`src/rtl/unsigned_approx_mult_pipe.sv`:
```
`default_nettype none
// ============================================================================
// Module      : unsigned_approx_mult_pipe
// Description : Two-stage valid/ready unsigned multiplier; the low L partial
//               product rows are optionally OR-compressed above column K.
//               Also tracks a saturating sum of the approximation error.
// Revision    : 1.0 - initial release
// ============================================================================
module unsigned_approx_mult_pipe #(
    parameter int W     = 8,
    parameter int L     = 2,
    parameter int K     = W - 2,
    parameter int ACC_W = 32
) (
    input  logic               clk,
    input  logic               rst,
    input  logic               in_valid,
    output logic               in_ready,
    input  logic [W-1:0]       x,
    input  logic [W-1:0]       y,
    input  logic               approx_en,
    output logic               out_valid,
    input  logic               out_ready,
    output logic [2*W-1:0]     z,
    output logic [2*W-1:0]     err,
    input  logic               acc_clr,
    output logic [ACC_W-1:0]   err_acc,
    output logic               acc_sat
);

    localparam int c_HI_W  = 2*W - L;
    localparam int c_LO_W  = W + L;
    // Sum must hold both operands even when ACC_W is narrower than err.
    localparam int c_SUM_W = ((ACC_W > 2*W) ? ACC_W : 2*W) + 1;
    localparam logic [c_SUM_W-1:0] c_ACC_MAX = (c_SUM_W'(1) << ACC_W) - c_SUM_W'(1);

    logic                r_s1_valid;
    logic                r_s2_valid;
    logic [c_HI_W-1:0]   r_hi;
    logic [c_LO_W-1:0]   r_lo;
    logic [c_LO_W-1:0]   r_c;
    logic                r_approx;
    logic [2*W-1:0]      r_z;
    logic [2*W-1:0]      r_err;
    logic [ACC_W-1:0]    r_acc;
    logic                r_sat;

    logic [c_HI_W-1:0]   w_hi;
    logic [c_LO_W-1:0]   w_lo;
    logic [c_LO_W-1:0]   w_c;
    logic [2*W-1:0]      w_z_next;
    logic [2*W-1:0]      w_err_next;
    logic [c_SUM_W-1:0]  w_sum;
    logic                w_s2_load;
    logic                w_s1_adv;
    logic                w_in_fire;
    logic                w_out_fire;

    assign w_s2_load  = !r_s2_valid | out_ready;
    assign w_s1_adv   = r_s1_valid & w_s2_load;
    assign in_ready   = !r_s1_valid | w_s1_adv;
    assign w_in_fire  = in_valid & in_ready;
    assign w_out_fire = r_s2_valid & out_ready;

    assign w_hi = c_HI_W'(y) * c_HI_W'(x[W-1:L]);
    assign w_lo = c_LO_W'(y) * c_LO_W'(x[L-1:0]);

    // Each kept column of the low rows collapses to the OR of its bits.
    always_comb begin
        w_c = '0;
        for (int i = 0; i < L; i++) begin
            for (int j = 0; j < W; j++) begin
                if (i + j >= K) begin
                    w_c[i+j] = w_c[i+j] | (x[i] & y[j]);
                end
            end
        end
    end

    // OR-compression never exceeds the exact low-row sum, so r_lo - r_c >= 0.
    assign w_z_next   = {r_hi, {L{1'b0}}} + (2*W)'(r_approx ? r_c : r_lo);
    assign w_err_next = r_approx ? (2*W)'(r_lo - r_c) : '0;
    assign w_sum      = c_SUM_W'(r_acc) + c_SUM_W'(r_err);

    always_ff @(posedge clk) begin
        if (rst) begin
            r_s1_valid <= 1'b0;
            r_hi       <= '0;
            r_lo       <= '0;
            r_c        <= '0;
            r_approx   <= 1'b0;
        end else begin
            if (w_in_fire) begin
                r_s1_valid <= 1'b1;
                r_hi       <= w_hi;
                r_lo       <= w_lo;
                r_c        <= w_c;
                r_approx   <= approx_en;
            end else if (w_s1_adv) begin
                r_s1_valid <= 1'b0;
            end
        end
    end

    always_ff @(posedge clk) begin
        if (rst) begin
            r_s2_valid <= 1'b0;
            r_z        <= '0;
            r_err      <= '0;
        end else begin
            if (w_s1_adv) begin
                r_s2_valid <= 1'b1;
                r_z        <= w_z_next;
                r_err      <= w_err_next;
            end else if (w_out_fire) begin
                r_s2_valid <= 1'b0;
            end
        end
    end

    always_ff @(posedge clk) begin
        if (rst || acc_clr) begin
            r_acc <= '0;
            r_sat <= 1'b0;
        end else if (w_out_fire) begin
            if (w_sum > c_ACC_MAX) begin
                r_acc <= c_ACC_MAX[ACC_W-1:0];
                r_sat <= 1'b1;
            end else begin
                r_acc <= w_sum[ACC_W-1:0];
            end
        end
    end

    assign out_valid = r_s2_valid;
    assign z         = r_z;
    assign err       = r_err;
    assign err_acc   = r_acc;
    assign acc_sat   = r_sat;

endmodule
`default_nettype wire

```
`config.mk`:
```
export PLATFORM = sky130hd
export DESIGN_NAME = unsigned_approx_mult_pipe
export DESIGN_NICKNAME = d
export VERILOG_FILES = /design/src/rtl/unsigned_approx_mult_pipe.sv
export SDC_FILE = /design/constraint.sdc
export NUM_CORES = 1
export LEC_CHECK = 0
export BUFFER_PORTS_ARGS = -buffer_cell sky130_fd_sc_hd__buf_4
export CELL_PAD_IN_SITES_DETAIL_PLACEMENT = 0
export CELL_PAD_IN_SITES_GLOBAL_PLACEMENT = 1
export CORE_MARGIN = 2
export CORE_UTILIZATION = 40
export CTS_BUF_LIST = sky130_fd_sc_hd__clkbuf_16
export DETAILED_ROUTE_END_ITERATION = 6
export PLACE_DENSITY = 0.87
export SYNTH_ARGS = -nofsm -noshare
export SYNTH_HDL_FRONTEND = slang
export SYNTH_SLANG_ARGS = --single-unit
```
`constraint.sdc`:
```
create_clock -name clk -period 5.9 [get_ports clk]
set_clock_uncertainty 0.15 [all_clocks]
set_input_delay 0.885 -clock clk [delete_from_list [all_inputs] [get_ports clk]]
set_output_delay 0.885 -clock clk [all_outputs]
set_load 0.01 [all_outputs]
```
==> results of run 1 <==
==> worst reg2reg max path, cell delays in order, from the launching register on <==
cell and delay (ns):
dfxtp_1 0.38, ha_1 0.22, inv_1 0.07, fa_1 0.37, nand2b_1 0.20, a21oi_1 0.24, a211oi_1 0.11, o21a_4 0.26
a211oi_2 0.77, nor2_1 0.33, a21oi_1 0.23
==> cells in the mapped netlist, types with 5 or more instances <==
master | number | area share (%)
o21ai_0 | 43 | 3.2
ha_1 | 58 | 11
nand3_1 | 29 | 2.2
xor2_1 | 12 | 1.6
nor2b_1 | 14 | 1.3
clkbuf_1 | 20 | 1.1
nor2_1 | 44 | 2.4
and3_1 | 14 | 1.3
a211oi_1 | 15 | 1.7
nor3_1 | 21 | 1.6
buf_1 | 5 | 0.28
a31oi_1 | 10 | 0.93
and2_1 | 50 | 4.6
xnor2_1 | 27 | 3.5
nand2_1 | 108 | 6.0
dfxtp_1 | 90 | 27
o31ai_1 | 5 | 0.56
a21o_1 | 10 | 1.1
nand2b_1 | 8 | 0.74
fa_1 | 29 | 8.6
a21oi_1 | 88 | 6.5
buf_4 | 7 | 0.78
nand4_1 | 5 | 0.46
inv_1 | 60 | 3.3
==> layer usage <==
metal  share of wire (%)  vias up  GRT usage, %
met5                   0        -             0
li1                    -     3018             -
met4                 1.3        0          4.20
met2                  48      102          31.3
met3                 3.8       16          3.40
met1                  47     2760          24.6
==> flip-flops by register name (all words and copies together), names as in the netlist <==
signal and count:
out_valid 1, r_hi 14, r_s1_valid 1, r_c 3, z 16, err 11
r_lo 10, err_acc 32, acc_sat 1, r_approx 1
==> cells by family after synthesis <==
kind of cell             share of synthesized area [%]
AO/OA/AOI/OAI                                     18.4
adder cells (fa/ha/maj)                           19.4
buffers and inverters                             5.75
flip-flops                                        26.7
AND/OR/NAND/NOR                                   24.1
multiplexers                                     0.631
XOR/XNOR                                          5.06
==> cell usage in the layout (no fill, tap or decap), types with 43 or more instances in the layout <==
cell and instances:
o21ai_0 43, inv_1 60, and2_1 50, nor2_1 44
nand2_1 108, dfxtp_1 90, ha_1 58, buf_4 91
a21oi_1 88
==> power groups by stage <==
| stage | logic (mW) | clock network, mW | registers [mW] |
|---|---|---|---|
| finish | 0.485 | 0.572 | 0.679 |
| global route | 0.559 | 0.610 | 0.684 |
| CTS | 0.491 | 0.584 | 0.679 |
| detailed placement | 0.487 | 0 | 0.692 |
| global placement | 0.483 | 0 | 0.692 |
| floorplan | 0.371 | 0 | 0.686 |
==> path summary, 6_finish.rpt <==
| kind | start | slack, ns | depth (start not counted) | endpoint |
|---|---|---|---|---|
| worst min-delay path | r_lo[6] | 0.30 | 2 | r_lo[6] |
| worst max-delay path | x[4] | 1.38 | 14 | r_hi[12] |
| worst min register to register | r_lo[6] | 0.30 | 2 | r_lo[6] |
| worst max register to register | err_acc[0] | 2.53 | 10 | err_acc[12] |
==> metrics by stage <==
stage | std cells | worst slack [ns]
detailed placement | 1114 | 0.999
finish | 1130 | 1.38
global placement | 1114 | 1.04
floorplan | 837 | 1.33
CTS | 1130 | 1.37
global route | 1130 | 1.15
==> final cells by class <==
cell class / instances / area share, %
inverters: 60 / 2.87
flip-flops and latches: 90 / 23.0
well taps: 220 / 3.51
clock inverters: 7 / 0.925
clock buffers: 9 / 2.87
multi-input cells: 653 / 58.1
repair buffers: 91 / 8.71
==> impl_metrics.csv, run 1 <==
group,metric,value,unit
run_status,outcome,"finished clean",
global_routing,grt_max_degree,61,
cts,insertion_delay,0.35,ns
synthesis,ys_warn_count,0,
power_and_ir_drop,power.share.clock,32.9,%
placed_design,place_congestion,0.807,
floorplan,start_util,40.8,%
finish,syn2layout_area_growth,16.2,%
cts,cts_root_buf,"clkbuf_16",
drt,route.detailed.drc,0,
sta,drv_slew,0,
finish,final_util,47.5,%
power_and_ir_drop,powerDensity,221,nW/um^2
sta,final-setup-viol-count,0,
global_routing,grt_pass1_wl,27400,um
sta,max_freq,221,MHz
sta,rsz0062_at_grt,"false",
critical_path,crit_path_frequent_cell,"fa_1",
synthesis,synth_top_flop_cell,"dfxtp_1",
power_and_ir_drop,p_int,1.16,mW
global_routing,grt_pass1_vias,5704,
sta,fin_crit,4.52,ns
critical_path,required,5.99,ns
finish,fin_area,7840,sq um
cts,numCtsBuffers,9,
critical_path,startpoint_type,"primary input",
floorplan,die_x,134,um
sta,worst_slew_pin_slew,1.04,ns
finish,multiInputGateArea,4560,sq um
synthesis,ys_ff_latch,90,
drt,first_pass_iters,5,
sta,slew_headroom,30.1,%
power_and_ir_drop,swShare,33.2,%
sta,finalSetupTns,0,ns
cts,h-tree-depth,3,
global_routing,antenna_found_initial,0,
synthesis,synthesis.area,6750,sq um
critical_path,cp_slowest_cell,"fa_1",
synthesis,synth_cells,837,
critical_path,slowest_delay,0.56,ns
critical_path,path_cells,"buf_4 -> and2_1 -> fa_1 -> inv_1 -> fa_1 -> fa_1 -> inv_1 -> ha_1 -> a21o_1 -> a2111oi_2 -> o21bai_1 -> a21o_1 -> and3_1 -> or3b_1",
floorplan,dieArea,17900,sq um
sta,hold_slack,0.304,ns
placed_design,portBuffers,88,
synthesis,synthDistinctLibCells,65,
power_and_ir_drop,p_seq_share,39.1,%
critical_path,cp_top_family,"adder cells",
cts,clk_pin_slew,0.07,ns
power_and_ir_drop,power_switching,0.576,mW
floorplan,rows,47,
global_routing,grt_overflow,0,
critical_path,worstSetupEndpointType,"flip-flop",
critical_path,crit_buf_inv,3,
placed_design,place_area,7540,sq um
drt,wl_per_cell,14.3,um
floorplan,io_pins,89,
synthesis,async_flop_share,0,%
floorplan,die_y,134,um
synthesis,syn-num-nets,946,
synthesis,synth_edf_count,0,
power_and_ir_drop,power_leakage,3.48,nW
global_routing,grt_util_all_layers,18.5,%
sta,finalHoldViolations,0,
sta,post-route-period-util,76.6,%
placed_design,place_hpwl,12300,um
synthesis,ys_seq_area_share,26.7,%
power_and_ir_drop,ir_drop,0.146,mV
critical_path,cp_max_fo,8,
synthesis,avgSynthCellArea,8.06,sq um
cts,cts_setup_buffers,0,
drt,dr.first_iter.drc_count,234,
cts,cts_hold_buffers,0,
run,drv_cap,0,
cts,clock-sinks,90,
worst_hold_path,hp-class,"reg -> reg",
drt,postRouteAntennaNets,0,
cts,cts_buffer_depth,2,
drt,vias,5896,
cts,ctsResizeCount,0,
finish,nFillCells,1658,
drt,wl,16200,um
floorplan,core_area,16500,sq um
finish,antennaDiodeCount,0,
power_and_ir_drop,p_comb_share,28.0,%
finish,nets,1014,
finish,area.sequential,1800,sq um
power_and_ir_drop,total_power,1.74,mW
critical_path,path_class,"in -> reg",
cts,cts_tree,"built",
critical_path,cp_data_arrival_time,4.61,ns
finish,drive_above_1_share,14.4,%
drt,drt-vias-per-instance,5.22,
(Power assumes the default switching activity.)
==> run 2: changes to the inputs <==
==> constraint.sdc (replaced) <==
create_clock -name clk -period 4.7 [get_ports clk]
set_clock_uncertainty 0.15 [all_clocks]
set_input_delay 0.705 -clock clk [delete_from_list [all_inputs] [get_ports clk]]
set_output_delay 0.705 -clock clk [all_outputs]
set_load 0.01 [all_outputs]
==> impl_metrics.csv, run 2 (synthesis results as in run 1) <==
group,metric,value,unit
power_and_ir_drop,power.share.clock,33.2,%
power_and_ir_drop,p_int,1.46,mW
sta,drv_slew,0,
worst_hold_path,hp-class,"reg -> reg",
floorplan,dieArea,17900,sq um
finish,area.sequential,1800,sq um
finish,largest_register_ffs,32,
finish,nFillCells,1646,
critical_path,cp_slowest_cell,"fa_1",
drt,vias,5998,
drt,route.detailed.drc,0,
finish,antennaDiodeCount,0,
floorplan,die_y,134,um
placed_design,place_congestion,0.839,
cts,h-tree-depth,3,
power_and_ir_drop,powerDensity,279,nW/um^2
sta,post-route-period-util,91.3,%
critical_path,cp_data_arrival_time,4.38,ns
critical_path,cp_max_fo,8,
critical_path,worstSetupEndpointType,"flip-flop",
floorplan,rows,47,
run,drv_cap,0,
critical_path,slowest_delay,0.54,ns
power_and_ir_drop,total_power,2.20,mW
sta,finalHoldViolations,0,
cts,clk_pin_slew,0.07,ns
drt,dr.first_iter.drc_count,254,
floorplan,die_x,134,um
drt,first_pass_iters,5,
floorplan,io_pins,89,
cts,cts_buffer_depth,2,
critical_path,path_class,"in -> reg",
sta,worst_slew_pin_slew,1.03,ns
drt,wl,16400,um
power_and_ir_drop,swShare,33.4,%
finish,final_cell_mix,"108 x nand2_1, 94 x buf_4, 90 x dfxtp_1, 88 x a21oi_1, 60 x inv_1",
cts,cts_hold_buffers,0,
run_status,outcome,"finished clean",
critical_path,crit_path_frequent_cell,"fa_1",
global_routing,grt_pass1_wl,28000,um
power_and_ir_drop,power_switching,0.734,mW
critical_path,required,4.78,ns
global_routing,grt_overflow,0,
cts,ctsResizeCount,0,
cts,cts_root_buf,"clkbuf_16",
floorplan,start_util,40.8,%
cts,insertion_delay,0.35,ns
finish,nets,1017,
critical_path,crit_buf_inv,3,
drt,postRouteAntennaNets,0,
global_routing,grt_max_degree,61,
critical_path,cp_top_family,"adder cells",
finish,drive_above_1_share,14.7,%
finish,syn2layout_area_growth,16.5,%
drt,drt-vias-per-instance,5.29,
global_routing,antenna_found_initial,0,
cts,numCtsBuffers,9,
finish,mostFrequentLayoutCell,"nand2_1",
finish,multiInputGateArea,4560,sq um
sta,finalSetupTns,0,ns
floorplan,core_area,16500,sq um
cts,clock-sinks,90,
power_and_ir_drop,ir_drop,0.174,mV
drt,wl_per_cell,14.5,um
placed_design,portBuffers,88,
sta,final-setup-viol-count,0,
critical_path,startpoint_type,"primary input",
cts,cts_setup_buffers,0,
power_and_ir_drop,power_leakage,3.50,nW
power_and_ir_drop,p_comb_share,28.0,%
sta,rsz0062_at_grt,"false",
global_routing,grt_util_all_layers,19.0,%
global_routing,grt_pass1_vias,5774,
sta,fin_crit,4.29,ns
critical_path,path_cells,"buf_4 -> and2_1 -> fa_1 -> inv_1 -> fa_1 -> fa_1 -> inv_1 -> ha_1 -> a21o_1 -> a21oi_1 -> o21ai_0 -> nor3b_1 -> a211oi_1 -> nor4_1 -> a311o_1",
power_and_ir_drop,p_seq_share,38.8,%
sta,max_freq,233,MHz
placed_design,place_hpwl,12300,um
sta,slew_headroom,31.3,%
cts,cts_tree,"built",
==> run 2: cell types whose count changed in the layout (fill, tap and decap cells not counted) <==
cell        delta
buf_4          +3
clkinv_4       +1
clkinv_8       -1
clkinvlp_4     -2
inv_6          +2
==> run 2: through the flow <==
stage          utilization [%]  cell area (sq um)  hold slack, ns  setup slack, ns  cells
5_1_grt                   47.6               7860           0.327            0.155   1133
6_report                  47.6               7860           0.301            0.407   1133
3_3_place_gp              45.8               7570           0.292           0.0376   1117
2_1_floorplan                -               6750           0.282            0.306    837
4_1_cts                   47.6               7860           0.306            0.407   1133
3_5_place_dp              45.8               7570           0.297           0.0422   1117
==> run 2: final timing paths <==
check        startpoint          end  slack, ns  cells past startpoint
max                x[4]     r_hi[13]       0.41                     15
min                z[1]         z[1]       0.30                      2
max reg2reg      err[0]  err_acc[12]       1.27                     10
min reg2reg        z[1]         z[1]       0.30                      2
==> run 2: power by group through the flow <==
stage	sequential (mW)	clock (mW)	combinational (mW)
after floorplan	0.861	0	0.465
after global placement	0.869	0	0.612
after detailed placement	0.870	0	0.618
after CTS	0.852	0.745	0.623
after global routing	0.859	0.777	0.715
final	0.852	0.729	0.615
==> run 2: worst reg2reg max path, delay by kind of cell, from the launching register on <==
| kind | cells | cell delay [ns] |
|---|---|---|
| and+or+nand+nor | 2 | 0.52 |
| buffers and inverters | 1 | 0.07 |
| adders and majority gates | 2 | 0.59 |
| AOI/OAI and AO/OA | 5 | 1.66 |
| DFF | 1 | 0.38 |
==> run 2: area by class of cell <==
| class | count | area share, % |
|---|---|---|
| clock buffers | 9 | 2.87 |
| clock inverters | 7 | 0.860 |
| inverters | 60 | 2.87 |
| multi-input cells | 653 | 58.0 |
| flip-flops and latches | 90 | 22.9 |
| well taps | 220 | 3.50 |
| repair buffers | 94 | 8.98 |
==> run 2: routing by layer <==
metal	vias up	global-route usage, %	wire, um
li1	3021	-	-
met1	2846	25.4	7860
met2	115	32.2	7790
met3	16	3.29	571
met4	0	3.90	187
met5	-	0	0
==> run 3: changes to the inputs <==
--- a/config.mk
+++ b/config.mk
@@ -5,6 +5,7 @@
 export SDC_FILE = /design/constraint.sdc
 export NUM_CORES = 1
 export LEC_CHECK = 0
+export ABC_AREA = 1
 export BUFFER_PORTS_ARGS = -buffer_cell sky130_fd_sc_hd__buf_4
 export CELL_PAD_IN_SITES_DETAIL_PLACEMENT = 0
 export CELL_PAD_IN_SITES_GLOBAL_PLACEMENT = 1
@@ -12,7 +13,7 @@
 export CORE_UTILIZATION = 40
 export CTS_BUF_LIST = sky130_fd_sc_hd__clkbuf_16
 export DETAILED_ROUTE_END_ITERATION = 6
-export PLACE_DENSITY = 0.87
+export PLACE_DENSITY = 0.89
 export SYNTH_ARGS = -nofsm -noshare
 export SYNTH_HDL_FRONTEND = slang
 export SYNTH_SLANG_ARGS = --single-unit
==> impl_metrics.csv, run 3 <==
group,metric,value,unit
finish,final_util,46.0,%
synthesis,async_flop_share,0,%
cts,h-tree-depth,3,
power_and_ir_drop,power_switching,0.790,mW
critical_path,r2r_end,"err_acc[13]",
placed_design,place_hpwl,15100,um
sta,max_freq,265,MHz
cts,clock-sinks,90,
synthesis,synth.most_common_cell,"nand2_1",
finish,drive_above_1_share,11.9,%
floorplan,start_util,40.4,%
global_routing,antenna_found_initial,0,
drt,postRouteAntennaNets,0,
critical_path,critPathCapture,"r_hi[12]",
critical_path,startpoint_type,"primary input",
cts,numCtsBuffers,9,
placed_design,place_ws,0.561,ns
power_and_ir_drop,p_seq_share,37.2,%
synthesis,synth.area.top_cells,"dfxtp_1 24%, nand2_1 14%, inv_1 11%, ha_1 9.7%, fa_1 7.7%",
synthesis,syn-num-nets,1227,
finish,mostFrequentLayoutCell,"nand2_1",
worst_hold_path,holdPathStages,2,
placed_design,place_congestion,0.949,
cts,cts_buffer_depth,2,
finish,nFillCells,1882,
power_and_ir_drop,powerDensity,266,nW/um^2
run,drv_cap,0,
power_and_ir_drop,p_int,1.48,mW
synthesis,ys_seq_area_share,24.0,%
cts,clk_pin_slew,0.07,ns
cts,cts_setup_buffers,0,
sta,finalSetupTns,0,ns
critical_path,reg2reg_depth,9,
sta,worst_slew_pin_slew,0.784,ns
power_and_ir_drop,power_leakage,4.62,nW
critical_path,timing.critical_path.from,"x[7]",
critical_path,path_class,"in -> reg",
floorplan,dieArea,19900,sq um
synthesis,synth_edf_count,0,
cts,cts_root_buf,"clkbuf_16",
sta,post-route-period-util,80.2,%
drt,wl,18900,um
drt,wl_per_cell,13.4,um
critical_path,required,4.84,ns
worst_hold_path,hp-class,"reg -> reg",
global_routing,grt_util_all_layers,19.6,%
cts,ctsResizeCount,0,
sta,final-setup-viol-count,0,
sta,slew_headroom,47.7,%
sta,fin_crit,3.77,ns
synthesis,synth.top_cell.area_share,24.0,%
floorplan,die_x,141,um
global_routing,grt_overflow,0,
floorplan,core_area,18600,sq um
drt,dr.first_iter.drc_count,364,
critical_path,r2r_start,"err[14]",
sta,setup_ws,0.932,ns
finish,antennaDiodeCount,0,
sta,finalHoldViolations,0,
finish,fin_area,8550,sq um
critical_path,cp_max_fo,8,
finish,largest_register_ffs,32,
cts,cts_tree,"built",
power_and_ir_drop,p_comb_share,30.4,%
cts,insertion_delay,0.36,ns
placed_design,portBuffers,88,
synthesis,synthDistinctLibCells,43,
drt,drt-vias-per-instance,4.98,
critical_path,r2r_setup_slack,1.97,ns
global_routing,grt_pass1_wl,31700,um
sta,drv_slew,0,
synthesis,yosys.area.top_type,"dfxtp_1",
finish,syn2layout_area_growth,14.0,%
synthesis,synthesis.area,7500,sq um
synthesis,avgSynthCellArea,6.71,sq um
synthesis,synth_top_flop_cell,"dfxtp_1",
power_and_ir_drop,ir_drop,0.182,mV
drt,vias,7041,
synthesis,synth_common_cells,"280 x nand2_1, 212 x inv_1, 90 x dfxtp_1",
drt,route.detailed.drc,0,
floorplan,die_y,141,um
power_and_ir_drop,swShare,34.7,%
sta,rsz0062_at_grt,"false",
synthesis,synth_cells,1118,
power_and_ir_drop,power.share.clock,32.4,%
critical_path,worstSetupEndpointType,"flip-flop",
finish,final_cell_mix,"280 x nand2_1, 214 x inv_1, 91 x buf_4, 90 x dfxtp_1, 79 x nand3_1",
run_status,outcome,"finished clean",
placed_design,place_area,8260,sq um
floorplan,rows,50,
global_routing,grt_max_degree,35,
drt,first_pass_iters,5,
critical_path,cp_data_arrival_time,3.91,ns
synthesis,ys_warn_count,0,
floorplan,io_pins,89,
cts,cts_hold_buffers,0,
synthesis,ys_ff_latch,90,
finish,nets,1283,
global_routing,grt_pass1_vias,6603,
-- run 3: cell types whose count changed after synthesis, sizes merged, moves of 21 or more --
cell / delta
nand3: +52
nor2: +29
inv: +157
nand2: +179
o21ai: +21
and2: -49
-- run 3: logic make-up (layout without fill, tap and decap cells) --
logic type / count (synthesis) / after routing / synth area share (%)
AOI/OAI and AO/OA: 169 / 169 / 13.7
xor gates and xnor gates: 27 / 27 / 3.15
adders and majority gates: 87 / 87 / 17.4
buffers and inverters: 264 / 325 / 13.9
DFF: 90 / 90 / 24.0
and+or+nand+nor: 481 / 481 / 27.8
-- run 3: how the worst min path moves through the flow --
stage                 start  endpoint  slack [ns]
floorplan           r_lo[9]   r_lo[9]        0.30
global placement    acc_sat   acc_sat        0.30
detailed placement  acc_sat   acc_sat        0.30
CTS                 acc_sat   acc_sat        0.31
global route        acc_sat   acc_sat        0.35
finish              acc_sat   acc_sat        0.30
-- run 3: cell type report --
class	count	area, sq um	share of cell area (%)
clock buffers	9	225	2.63
clock inverters	7	71.3	0.834
inverters	218	823	9.63
multi-input cells	764	4650	54.4
flip-flops and latches	90	1800	21.1
well taps	234	293	3.42
repair buffers	91	683	7.99
-- run 3: power by group through the flow --
stage          Clock [mW]  Sequential (mW)  Combinational [mW]
2_1_floorplan           0            0.856               0.525
3_3_place_gp            0            0.862               0.690
3_5_place_dp            0            0.862               0.694
4_1_cts             0.753            0.845               0.698
5_1_grt             0.782            0.851               0.804
6_report            0.736            0.845               0.692
-- run 3: worst max-delay path, cell delays in order --
cell     delay (ns)
buf_4          0.14
nand2_1        0.06
inv_1          0.05
fa_1           0.50
fa_1           0.55
inv_1          0.05
fa_1           0.53
inv_1          0.04
ha_1           0.40
nand2_1        0.11
nand2_1        0.07
o21ai_0        0.17
nand4_1        0.11
or2_2          0.28
nand3_1        0.06
nand2_1        0.05
inv_1          0.04
-- run 3: metrics by stage --
| step | std cells | hold WS (ns) | total power [mW] |
|---|---|---|---|
| after floorplan | 1118 | 0.295 | 1.38 |
| after global placement | 1397 | 0.297 | 1.55 |
| after detailed placement | 1397 | 0.301 | 1.56 |
| after CTS | 1413 | 0.311 | 2.30 |
| after global routing | 1413 | 0.346 | 2.44 |
| final | 1413 | 0.304 | 2.27 |
-- run 3: layer usage --
| layer | track usage, % | wire [um] | vias up |
|---|---|---|---|
| met5 | 0 | 0 | - |
| met4 | 3.63 | 229 | 0 |
| met1 | 25.5 | 8940 | 3273 |
| met2 | 34.0 | 8920 | 133 |
| li1 | - | - | 3617 |
| met3 | 4.04 | 800 | 18 |
